### src/rtl/gpu_pkg.sv
// Shared GPU display definitions: VGA 640x480@60 timing defaults, pixel
// index type, 4/4/4 colour struct and the 16-entry CGA palette ROM.
package gpu_pkg;

    // Default 640x480@60 timing, in pixel ticks and lines.
    localparam int H_ACTIVE_DEF = 640;
    localparam int H_FP_DEF     = 16;
    localparam int H_SYNC_DEF   = 96;
    localparam int H_BP_DEF     = 48;
    localparam int V_ACTIVE_DEF = 480;
    localparam int V_FP_DEF     = 10;
    localparam int V_SYNC_DEF   = 2;
    localparam int V_BP_DEF     = 33;

    localparam int H_TOTAL_DEF  = H_ACTIVE_DEF + H_FP_DEF + H_SYNC_DEF + H_BP_DEF;
    localparam int V_TOTAL_DEF  = V_ACTIVE_DEF + V_FP_DEF + V_SYNC_DEF + V_BP_DEF;
    localparam int HS_START_DEF = H_ACTIVE_DEF + H_FP_DEF;
    localparam int HS_END_DEF   = HS_START_DEF + H_SYNC_DEF;
    localparam int VS_START_DEF = V_ACTIVE_DEF + V_FP_DEF;
    localparam int VS_END_DEF   = VS_START_DEF + V_SYNC_DEF;

    // Width of the h/v position counters; 11 bits covers 800 and 525.
    localparam int CNT_W = 11;

    typedef logic [CNT_W-1:0] cnt_t;
    typedef logic [3:0]       pix_idx_t;

    typedef struct packed {
        logic [3:0] r;
        logic [3:0] g;
        logic [3:0] b;
    } rgb444_t;

    // Standard 16-colour CGA palette as 12-bit RGB (r in the top nibble).
    localparam logic [11:0] PALETTE [16] = '{
        12'h000, 12'h00A, 12'h0A0, 12'h0AA,
        12'hA00, 12'hA0A, 12'hA50, 12'hAAA,
        12'h555, 12'h55F, 12'h5F5, 12'h5FF,
        12'hF55, 12'hF5F, 12'hFF5, 12'hFFF
    };

    function automatic rgb444_t palette_lookup(input pix_idx_t idx);
        return rgb444_t'(PALETTE[idx]);
    endfunction

    function automatic rgb444_t grey_lookup(input pix_idx_t idx);
        rgb444_t c;
        c.r = idx;
        c.g = idx;
        c.b = idx;
        return c;
    endfunction

endpackage

### src/rtl/vga_timing_gen.sv
// VGA timing generator: 25 MHz pixel tick from the 50 MHz clock, h/v
// position counters and combinational active/sync/frame-begin decodes
// for the current position.
module vga_timing_gen
    import gpu_pkg::*;
#(
    parameter int H_ACTIVE = H_ACTIVE_DEF,
    parameter int H_FP     = H_FP_DEF,
    parameter int H_SYNC   = H_SYNC_DEF,
    parameter int H_BP     = H_BP_DEF,
    parameter int V_ACTIVE = V_ACTIVE_DEF,
    parameter int V_FP     = V_FP_DEF,
    parameter int V_SYNC   = V_SYNC_DEF,
    parameter int V_BP     = V_BP_DEF
) (
    input  logic clk,
    input  logic reset,
    output logic tick,
    output cnt_t h_cnt,
    output cnt_t v_cnt,
    output logic active,
    output logic hs_raw,
    output logic vs_raw,
    output logic frame_begin
);

    localparam cnt_t H_LAST   = cnt_t'(H_ACTIVE + H_FP + H_SYNC + H_BP - 1);
    localparam cnt_t V_LAST   = cnt_t'(V_ACTIVE + V_FP + V_SYNC + V_BP - 1);
    localparam cnt_t H_ACT_C  = cnt_t'(H_ACTIVE);
    localparam cnt_t V_ACT_C  = cnt_t'(V_ACTIVE);
    localparam cnt_t HS_START = cnt_t'(H_ACTIVE + H_FP);
    localparam cnt_t HS_END   = cnt_t'(H_ACTIVE + H_FP + H_SYNC);
    localparam cnt_t VS_START = cnt_t'(V_ACTIVE + V_FP);
    localparam cnt_t VS_END   = cnt_t'(V_ACTIVE + V_FP + V_SYNC);

    logic phase;

    assign tick = phase;

    // Pixel-rate phase toggle and raster position counters advanced on ticks.
    always_ff @(posedge clk) begin
        if (reset) begin
            phase <= 1'b0;
            h_cnt <= '0;
            v_cnt <= '0;
        end else begin
            phase <= ~phase;
            if (phase) begin
                if (h_cnt == H_LAST) begin
                    h_cnt <= '0;
                    if (v_cnt == V_LAST) begin
                        v_cnt <= '0;
                    end else begin
                        v_cnt <= v_cnt + 1'b1;
                    end
                end else begin
                    h_cnt <= h_cnt + 1'b1;
                end
            end
        end
    end

    // Position decodes for the pixel currently addressed by the counters.
    always_comb begin
        active      = (h_cnt < H_ACT_C) && (v_cnt < V_ACT_C);
        hs_raw      = !((h_cnt >= HS_START) && (h_cnt < HS_END));
        vs_raw      = !((v_cnt >= VS_START) && (v_cnt < VS_END));
        frame_begin = (h_cnt == '0) && (v_cnt == '0);
    end

endmodule

### src/rtl/fb_scanout_reader.sv
// Frame buffer scan-out reader: fetches one 4-bit pixel index per pixel
// tick, maps it to 4/4/4 RGB and drives VGA pins with aligned syncs.
// Optional macro FB_SCANOUT_PALETTE_EN selects the CGA palette ROM;
// without it the index is shown as greyscale.
module fb_scanout_reader
    import gpu_pkg::*;
#(
    parameter int H_ACTIVE = H_ACTIVE_DEF,
    parameter int H_FP     = H_FP_DEF,
    parameter int H_SYNC   = H_SYNC_DEF,
    parameter int H_BP     = H_BP_DEF,
    parameter int V_ACTIVE = V_ACTIVE_DEF,
    parameter int V_FP     = V_FP_DEF,
    parameter int V_SYNC   = V_SYNC_DEF,
    parameter int V_BP     = V_BP_DEF,
    parameter int ADDR_W   = 19
) (
    input  logic              clk,
    input  logic              reset,
    output logic [ADDR_W-1:0] rd_addr,
    output logic              rd_en,
    input  pix_idx_t          rd_data,
    output logic [3:0]        vga_r,
    output logic [3:0]        vga_g,
    output logic [3:0]        vga_b,
    output logic              vga_hs,
    output logic              vga_vs,
    output logic              vblank,
    output logic              frame_start
);

    localparam cnt_t H_LAST  = cnt_t'(H_ACTIVE + H_FP + H_SYNC + H_BP - 1);
    localparam cnt_t V_LAST  = cnt_t'(V_ACTIVE + V_FP + V_SYNC + V_BP - 1);
    localparam cnt_t V_ACT_C = cnt_t'(V_ACTIVE);

    logic              tick;
    cnt_t              h_cnt;
    cnt_t              v_cnt;
    logic              active;
    logic              hs_raw;
    logic              vs_raw;
    logic              frame_begin;
    logic              frame_last;

    logic [ADDR_W-1:0] addr;
    logic              hs1;
    logic              vs1;
    logic              act1;
    rgb444_t           lut_rgb;
    rgb444_t           rgb;

    vga_timing_gen #(
        .H_ACTIVE (H_ACTIVE),
        .H_FP     (H_FP),
        .H_SYNC   (H_SYNC),
        .H_BP     (H_BP),
        .V_ACTIVE (V_ACTIVE),
        .V_FP     (V_FP),
        .V_SYNC   (V_SYNC),
        .V_BP     (V_BP)
    ) u_timing (
        .clk         (clk),
        .reset       (reset),
        .tick        (tick),
        .h_cnt       (h_cnt),
        .v_cnt       (v_cnt),
        .active      (active),
        .hs_raw      (hs_raw),
        .vs_raw      (vs_raw),
        .frame_begin (frame_begin)
    );

    assign frame_last = (h_cnt == H_LAST) && (v_cnt == V_LAST);

    // Index-to-colour map for the fetched pixel.
    always_comb begin
`ifdef FB_SCANOUT_PALETTE_EN
        lut_rgb = palette_lookup(rd_data);
`else
        lut_rgb = grey_lookup(rd_data);
`endif
    end

    // Address counter, fetch stage and colour/sync output stage.
    always_ff @(posedge clk) begin
        if (reset) begin
            addr        <= '0;
            rd_addr     <= '0;
            rd_en       <= 1'b0;
            hs1         <= 1'b1;
            vs1         <= 1'b1;
            act1        <= 1'b0;
            rgb         <= '0;
            vga_hs      <= 1'b1;
            vga_vs      <= 1'b1;
            vblank      <= 1'b0;
            frame_start <= 1'b0;
        end else begin
            // Single-clk pulse: falls on the following (non-tick) edge.
            frame_start <= tick && frame_begin;
            if (tick) begin
                rd_addr <= addr;
                rd_en   <= active;
                hs1     <= hs_raw;
                vs1     <= vs_raw;
                act1    <= active;
                if (frame_last) begin
                    addr <= '0;
                end else if (active) begin
                    addr <= addr + 1'b1;
                end

                // rd_addr has been stable for two clks, so rd_data now
                // belongs to the pixel captured in stage 1.
                rgb    <= act1 ? lut_rgb : '0;
                vga_hs <= hs1;
                vga_vs <= vs1;
                vblank <= (v_cnt >= V_ACT_C);
            end
        end
    end

    assign vga_r = rgb.r;
    assign vga_g = rgb.g;
    assign vga_b = rgb.b;

endmodule

### config.mk
export PLATFORM = sky130hd
export DESIGN_NAME = fb_scanout_reader
export DESIGN_NICKNAME = d
export VERILOG_FILES = /design/src/rtl/gpu_pkg.sv /design/src/rtl/vga_timing_gen.sv /design/src/rtl/fb_scanout_reader.sv
export SDC_FILE = /design/constraint.sdc
export NUM_CORES = 1
export LEC_CHECK = 0
export ABC_CLOCK_PERIOD_IN_PS = 2100
export CORE_ASPECT_RATIO = 0.6
export CORE_MARGIN = 10
export CORE_UTILIZATION = 55
export CTS_CLUSTER_SIZE = 25
export DETAILED_ROUTE_END_ITERATION = 16
export DONT_BUFFER_PORTS = 1
export HOLD_SLACK_MARGIN = 0.02
export PLACE_DENSITY = 0.73
export SETUP_SLACK_MARGIN = 0.05
export SYNTH_ARGS = -nofsm -noshare
export SYNTH_HDL_FRONTEND = slang
export SYNTH_SLANG_ARGS = --single-unit
### constraint.sdc
create_clock -name clk -period 2.1 [get_ports clk]
set_clock_uncertainty 0.1 [all_clocks]
set_input_delay 0.315 -clock clk [delete_from_list [all_inputs] [get_ports clk]]
set_output_delay 0.315 -clock clk [all_outputs]
set_load 0.02 [all_outputs]
==> results.md, run 1 <==
* Hold crit path type: primary input to register
* Syn Inst Count at 372
* Final-report hold violation count at 0
* DRC at 0
* Initial DRT Pass Iterations at 5
* Synth Area in Adders at 0.0190
* Final min period at ~2.2 ns
* Tcrit/Tclk final at 1.04
* Finished Core Util at 0.688
* Synth area leader: dfxtp_1
* Routed vias at ~2,800
* Hold Startpoint: rd_data[1]
* Critical-path top delay cell: or4b_4
* Worst r2r dst: addr[11]
* Reg-to-reg startpoint: u_timing.v_cnt[0]
* Syn Area/Cell at slightly below 9 µm²
* I/O pins at 42
* Fin Hold WS at 0.0285 ns
* Mux contribution to synthesized area at 0.0607
* Total gr overflow at 0
* Post-synthesis sequential area ratio at 0.437
* Clk root buf: clkbuf_8
* Setup slack after layout at -0.0822 ns
* Reg area at 0.00145 mm²
* Initial Util at 0.579
* Startpoint Class: register
* Finished Cell Area at 0.00392 mm²
* Netlist cell types at 46
* Antenna Cells at 0
* Clock sink count at 72
* Final HPWL DP at 5380 µm
* Post-synth EDFFs at 0
* Global-route wire length before repair at 12,500 µm
* Detailed router's first-iteration violation count at around 320
* Failing checks: setup timing
* Critical Path Sink: addr[11]
* CTS tree: built
* Share of post-route cells with drive strength above 1 at 0.216
* Largest net degree at the start of global routing at between 40 and 50
* Worst Path Arrival at 2.31 ns
* Num CTS Buffers at 9
* Max Cap Viol at 0
* Net Count, Synth at 383
* Synth Area in XOR/XNOR at 0.0531
* Simple-gate share of the synthesized area at 0.256
* FF+latch count, synth at 72
* Relative slew slack at 0.593
* Setup violators final at 8
* WL final at 7990 µm
* Peak supply drop at 0.492 mV
* Buffers added on ports at 0
* Count leader, synth: dfxtp_1
* CP bufs+invs at 2
* Clock transition at path regs at about 0.070 ns
* Design Power at 2.86 mW
* Max-slew violations at 0
* Filler instances at 442
* Die X at 120 µm
* Crit path kind: register to register
* Setup crit start: u_timing.v_cnt[0]
* Nets at 400
* DIE HEIGHT at 80.0 µm
* Levels on crit path at 8
* Gr usage total at 0.160
* P&R area growth vs syn at 18.9%
* Crit path max fanout at 7
* Crit end category: register
* Crit path cell chain: inv_2 > ha_1 > or4b_4 > nor4_4 > buf_4 > a21oi_4 > a32oi_2 > o31ai_2
* WL/cell at ~17 µm
* Static leakage at between 1 and 1.5 nW
* FF-to-FF path depth at 8
* Initial antenna violation count at 0
* Synthesized area at 0.00330 mm²
* Outcome: finished, violations left
* Gpl congestion at 0.927
* Htree depth at 3
* Achievable clock frequency at 458 MHz
* Cell Area, Placed at between 0.003 and 0.004 mm²
* Core area at 0.00570 mm²
* Antenna viol nets, final at 0
* Post-synthesis compound-gate area fraction at 0.123
* Row cnt at 21
* Crit path max-delay family: simple AND/OR/NAND/NOR gates
* Worst path max stage delay at 0.48 ns
* Clock buffer depth at 2
* Vias in the first global route at 2,372
* Area contributors post-synth: dfxtp_1, mux2i_1, nor2_1
* Post-synth top area share at 0.437
* RSZ-0062 raised after global routing: yes
* CP Data Required Time at 2.23 ns
* Die area at 0.00960 mm²
* Ys flop type: dfxtp_1
* Area of the multi-input gates at 0.00184 mm²
* Vias per Instance at 5.89
* Power per cell area at 730 mW/mm²
* Ys Warns at 0
* Commonest cells in the netlist: dfxtp_1, nor2_1, nand2_1
* Worst-Margin Slew at 0.610 ns
* Async SR Flop Fraction at 0
* Setup slack, reg-to-reg at -0.08 ns
* Skew-Pair Late Insertion Delay at 0.35 ns
* Combinational family with the most area after synthesis: simple AND/OR/NAND/NOR gates
-- area by class of cell --
cell class / count / area share
clock buffers: 10 / 0.0325
clock inverters: 6 / 0.0274
inverters: 7 / 0.00670
multi-input cells: 266 / 0.470
flip-flops and latches: 72 / 0.368
well taps: 80 / 0.0255
repair buffers: 33 / 0.0698
-- registers in the layout (all words and copies together) (netlist names) --
name and cells:
addr 19, rd_addr 19, u_timing.h_cnt 11, u_timing.v_cnt 11, vga_r 4, act1 1, frame_start 1, hs1 1
u_timing.tick 1, vblank 1, vga_hs 1, vga_vs 1, vs1 1
-- power by group --
part           switching (mW)  internal [mW]
Clock                   0.509          0.785
Sequential             0.0295           1.38
Combinational          0.0975         0.0639
Total                   0.636           2.23
-- per-stage QoR --
stage / TNS (ns) / cells / setup slack [ns]
global placement: -1.48 / 452 / -0.0837
floorplan: -0.0343 / 372 / -0.0152
finish: -0.387 / 474 / -0.0822
detailed placement: -3.69 / 452 / -0.211
CTS: -0.196 / 471 / -0.0348
global route: -1.72 / 474 / -0.156
-- cells by family (layout without fill, tap and decap cells) --
kind of cell / count (synthesis) / count (layout)
simple gates: 161 / 162
flops: 72 / 72
buf+inv: 35 / 56
xor+xnor: 20 / 20
compound gates: 59 / 59
fa+ha+maj: 5 / 5
mux: 20 / 20
-- placed cells by master (no fill, tap or decap), types with 4 or more instances in the layout --
| cell type | n |
|---|---|
| a21oi_1 | 11 |
| ha_1 | 5 |
| a211oi_1 | 8 |
| buf_4 | 28 |
| nand2b_1 | 9 |
| nand3_1 | 17 |
| nor2_1 | 52 |
| xor2_1 | 17 |
| and3_1 | 6 |
| o31ai_2 | 4 |
| o21ai_0 | 4 |
| o21ai_1 | 7 |
| and2_1 | 4 |
| nor3_1 | 8 |
| nand4_1 | 13 |
| nand2_1 | 20 |
| dfxtp_1 | 69 |
| clkbuf_8 | 9 |
| mux2i_1 | 20 |
| nor2b_1 | 4 |
| inv_1 | 5 |
| and4_1 | 4 |
| a21oi_2 | 4 |
-- what timing repair did --
item                                    4_1_cts  5_1_grt
endpoints found under the hold margin        38        0
endpoints found under the setup margin       29       31
pin swaps                                    16        7
cloned                                        0        1
hold buffers                                  2        0
buffers inserted                              1        2
gates resized for setup                       7       25
-- routing by layer --
layer / track usage / vias up / share of wire
met5: 0 / - / 0
met4: 0.0396 / 0 / 0.0078
met3: 0.0607 / 10 / 0.11
met2: 0.207 / 137 / 0.40
met1: 0.236 / 1294 / 0.48
li1: - / 1351 / -
-- worst min path at each step --
| stage | end | slack, ns | cells past startpoint |
|---|---|---|---|
| after floorplan | vga_hs | 0.35 | 2 |
| after global placement | rd_addr[9] | 0.29 | 1 |
| after detailed placement | rd_addr[9] | 0.30 | 1 |
| after CTS | vga_r[2] | 0.02 | 2 |
| after global routing | vga_r[2] | 0.02 | 2 |
| final | vga_r[1] | 0.03 | 2 |
Note: power is estimated with default switching activity, not from simulation.
==> run 2: changes to the inputs <==
--- a/config.mk
+++ b/config.mk
@@ -7,7 +7,6 @@
 export LEC_CHECK = 0
 export ABC_CLOCK_PERIOD_IN_PS = 2100
 export CORE_ASPECT_RATIO = 0.6
-export CORE_MARGIN = 10
 export CORE_UTILIZATION = 55
 export CTS_CLUSTER_SIZE = 25
 export DETAILED_ROUTE_END_ITERATION = 16
@@ -18,3 +17,4 @@
 export SYNTH_ARGS = -nofsm -noshare
 export SYNTH_HDL_FRONTEND = slang
 export SYNTH_SLANG_ARGS = --single-unit
+export TNS_END_PERCENT = 30
==> results.md, run 2 (synthesis results as in run 1) <==
* Hold endpoint: vs1
* Achievable clock frequency at 480 MHz
* Setup crit start: u_timing.v_cnt[0]
* Die X at 102 µm
* Clock buffer depth at 2
* Global-route wire length before repair at 11,900 µm
* Worst r2r dst: addr[9]
* Antenna Cells at 0
* Vias in the first global route at 2,455
* Reg-to-reg startpoint: u_timing.v_cnt[0]
* Nets at around 410
* Die area at 0.00632 mm²
* CP bufs+invs at 2
* Setup slack, reg-to-reg at 0.02 ns
* Clock sink count at 72
* Most common cell after layout, fill and taps aside: dfxtp_1
* Initial antenna violation count at 0
* Final HPWL DP at around 5300 µm
* Max-slew violations at 0
* Relative slew slack at 0.600
* Total gr overflow at 0
* WL final at between 7000 and 8000 µm
* Setup violators final at 0
* Skew-Pair Late Insertion Delay at between 0.3 and 0.4 ns
* Routed vias at 2,758
* Final-report hold violation count at 0
* Vias per Instance at 5.73
* Buffers added on ports at 0
* Num CTS Buffers at 9
* Filler instances at 468
* Worst Path Arrival at approximately 2.3 ns
* Detailed router's first-iteration violation count at 205
* Area of the multi-input gates at 0.00177 mm²
* WL/cell at between 15 and 20 µm
* Worst-Margin Slew at approximately 0.6 ns
* DRC at 0
* Reg area at 0.00145 mm²
* Commonest non-fill, non-tap cells in the layout: dfxtp_1, nor2_1, buf_4, nand2_1, mux2i_1
* Hold Startpoint: reset
* Final min period at approximately 2.1 ns
* Power per cell area at 684 mW/mm²
* Crit end category: register
* Initial Util at 0.581
* Critical-path top delay cell: or4b_4
* Core area at 0.00568 mm²
* Worst path max stage delay at 0.48 ns
* Max Cap Viol at 0
* CTS tree: built
* Hold crit path type: primary input to register
* Row cnt at 21
* DIE HEIGHT at 62.0 µm
* Peak supply drop at 0.371 mV
* FF-to-FF path depth at 8
* Top Registers: addr (19), rd_addr (19)
* Startpoint Class: register
* Largest net degree at the start of global routing at 39
* Clk root buf: clkbuf_8
* P&R area growth vs syn at 17.9%
* Tcrit/Tclk final at 0.992
* Share of post-route cells with drive strength above 1 at 0.202
* Finished Cell Area at 0.00389 mm²
* Gpl congestion at 0.883
* Crit path max-delay family: simple AND/OR/NAND/NOR gates
* Initial DRT Pass Iterations at 4
* Crit path kind: register to register
* Hold Path Depth at 2
* Htree depth at 3
* CP Data Required Time at 2.28 ns
* Static leakage at 1.51 nW
* Clock transition at path regs at 0.08 ns
* Outcome: finished, final reports clean
* Crit path max fanout at 6
* RSZ-0062 raised after global routing: yes
* I/O pins at 42
* Crit path cell chain: inv_2 > ha_1 > or4b_4 > nor4_4 > buf_6 > a21oi_4 > a2111o_1 > o22ai_1
* Finished Core Util at 0.685
* Cell Area, Placed at 0.00354 mm²
* Antenna viol nets, final at 0
* Gr usage total at 0.258
-- run 2: what timing repair did --
action	in CTS	in global routing
pin swaps	6	8
hold endpoints to repair	38	0
hold buffers	5	0
setup endpoints to repair	28	30
gates resized for setup	11	12
buffers inserted	3	1
-- run 2: worst max path at each step --
stage          cells after the start  slack, ns                end
6_report                           8       0.02            addr[9]
3_5_place_dp                       9      -0.17  u_timing.v_cnt[0]
3_3_place_gp                       9      -0.10  u_timing.v_cnt[0]
4_1_cts                           10      -0.06            addr[4]
2_1_floorplan                      8      -0.02            addr[5]
5_1_grt                            8      -0.05            addr[9]
-- run 2: area by class of cell --
cell class                 count  area share
inverter                       7     0.00676
clock buffer                  10      0.0328
multi-input combinational    265       0.454
clock inverter                 6      0.0174
sequential                    72       0.372
tap                           80      0.0257
timing repair buffer          41      0.0911
-- run 2: stage by stage --
stage	setup TNS, ns	hold WS, ns	total power [mW]	std cells	setup slack (ns)
final	0	0.0396	2.66	481	0.0160
after global routing	-0.446	0.0238	2.76	481	-0.0479
after CTS	-0.838	0.0237	2.67	481	-0.0632
after detailed placement	-3.19	0.294	1.57	457	-0.169
after global placement	-1.60	0.293	1.57	457	-0.101
after floorplan	-0.0417	0.347	1.55	372	-0.0152
-- run 2: routing by layer --
| layer | part of all wire | vias up | global-route usage |
|---|---|---|---|
| met1 | 0.50 | 1292 | 0.360 |
| li1 | - | 1367 | - |
| met2 | 0.41 | 95 | 0.373 |
| met3 | 0.084 | 4 | 0.0973 |
| met5 | 0 | - | 0 |
| met4 | 0.0044 | 0 | 0.0714 |
-- run 2: power breakdown --
group | internal (mW) | total [mW] | switching, mW
Sequential | 1.38 | 1.41 | 0.0290
Combinational | 0.0697 | 0.161 | 0.0917
Clock | 0.553 | 1.09 | 0.536
Total | 2.00 | 2.66 | 0.656
==> run 3: changes to the inputs <==
==> constraint.sdc (replaced) <==
create_clock -name clk -period 2.1 [get_ports clk]
set_clock_uncertainty 0.1 [all_clocks]
set_input_delay 0.525 -clock clk [delete_from_list [all_inputs] [get_ports clk]]
set_output_delay 0.525 -clock clk [all_outputs]
set_load 0.02 [all_outputs]
==> results.md, run 3 (synthesis results as in run 1) <==
* Setup crit start: u_timing.v_cnt[0]
* Die X at a little over 100 µm
* Detailed router's first-iteration violation count at 250
* Gpl congestion at roughly 0.89
* Row cnt at 21
* Htree depth at 3
* CTS tree: built
* RSZ-0062 raised after global routing: yes
* Top Registers: addr (19), rd_addr (19)
* Routed vias at about 2,900
* Final min period at 2.21 ns
* WL/cell at 16.9 µm
* Num CTS Buffers at 9
* Pre-CTS WS at -0.173 ns
* DIE HEIGHT at 62.0 µm
* Die area at 0.00632 mm²
* Peak supply drop at 0.371 mV
* Tcrit/Tclk final at 1.05
* Final-report hold violation count at 0
* Final non-filler cell total at 483
* Dpl cells at 458
* WL final at ~8000 µm
* Hold_buf cts at 0
* Total gr overflow at 0
* Failing checks: setup timing
* CP Data Required Time at about 2.2 ns
* Buffers added on ports at 0
* Filler instances at 438
* Finished Core Util at 0.694
* Initial Util at 0.581
* I/O pins at 42
* Most common cell after layout, fill and taps aside: dfxtp_1
* Clk root buf: clkbuf_8
* Initial DRT Pass Iterations at 4
* Static leakage at between 1.5 and 2 nW
* Max-slew violations at 0
* Area of the multi-input gates at about 0.0018 mm²
* Reg area at around 0.0014 mm²
* Clock transition at path regs at 0.07 ns
* P&R area growth vs syn at 19.3%
* Commonest non-fill, non-tap cells in the layout: dfxtp_1, nor2_1, buf_4, nand2_1, mux2i_1
* Worst-Margin Slew at roughly 0.6 ns
* Antenna viol nets, final at 0
* Initial antenna violation count at 0
* Setup violators final at 17
* Core area at roughly 0.0057 mm²
* Vias per Instance at between 5 and 6
* Vias in the first global route at 2,472
* Setup slack after layout at -0.110 ns
* Gr usage total at 0.265
* Share of post-route cells with drive strength above 1 at 0.226
* Startpoint Class: register
* Power per cell area at 679 mW/mm²
* Final HPWL DP at 5370 µm
* Crit end category: register
* Nets at 410
* Achievable clock frequency at 452 MHz
* DRC at 0
* Outcome: finished, violations left
* Crit path kind: register to register
* Hold Startpoint: reset
* Antenna Cells at 0
* Hold crit path type: primary input to register
* Global-route wire length before repair at 12,300 µm
* Largest net degree at the start of global routing at 53
* Max Cap Viol at 0
* Relative slew slack at 0.601
* Clock sink count at 72
* Worst Path Arrival at 2.34 ns
* Setup TNS at -0.898 ns
* Skew-Pair Late Insertion Delay at about 0.35 ns
* Reg-to-reg startpoint: u_timing.v_cnt[0]
* Crit path max fanout at 4
* Clock buffer depth at 2
run 3: cell count changes in the layout (fill, tap and decap cells not counted), sizes merged:
cell	delta
buf	+7
clkinvlp	-1
dlygate4sd3	-4
run 3: critical path, cell delays in order, from the launching register on:
cell and delay, ns:
dfxtp_2 0.32, inv_2 0.05, ha_1 0.13, or4b_4 0.49
nor4_4 0.22, buf_4 0.21, buf_4 0.11, buf_6 0.10
nand2_4 0.06, a21oi_1 0.19, o22ai_2 0.11
run 3: timing repair:
| item | 4_1_cts | 5_1_grt |
|---|---|---|
| setup endpoints to repair | 28 | 30 |
| pin swaps | 5 | 6 |
| cloned | 1 | 0 |
| buffers inserted | 6 | 3 |
| gates resized for setup | 12 | 15 |
run 3: cell type report:
type | count | share of cell area
inverters | 7 | 0.00667
flip-flops and latches | 72 | 0.367
clock buffers | 10 | 0.0350
well taps | 80 | 0.0254
clock inverters | 5 | 0.0143
multi-input cells | 265 | 0.452
repair buffers | 44 | 0.0991
run 3: layer usage:
layer  share of wire  wire length (µm)  GRT usage  vias up
met5               0                 0          0        -
met2            0.43              3500      0.385      118
met3           0.081               665     0.0973        8
met4           0.011                93     0.0776        0
met1            0.48              3900      0.369     1377
li1                -                 -          -     1364
run 3: worst paths after layout:
path,end,slack (ns),cells after the start
worst min-delay path,rd_addr[10],0.14,1
worst min register to register,addr[17],0.39,2
worst max-delay path,addr[9],-0.11,10
worst max register to register,addr[9],-0.11,10
run 3: where the power goes:
part / switching, mW / internal (mW) / total, mW
logic: 0.0908 / 0.0814 / 0.172
registers: 0.0288 / 1.38 / 1.41
clock network: 0.520 / 0.574 / 1.09
run 3: through the flow:
stage | area [µm²] | hold slack [ns] | power (mW)
after floorplan | 3330 | 0.347 | 1.55
after global placement | 3540 | 0.370 | 1.57
after detailed placement | 3540 | 0.375 | 1.58
after CTS | 3840 | 0.125 | 2.67
after global routing | 3940 | 0.113 | 2.77
final | 3940 | 0.138 | 2.67
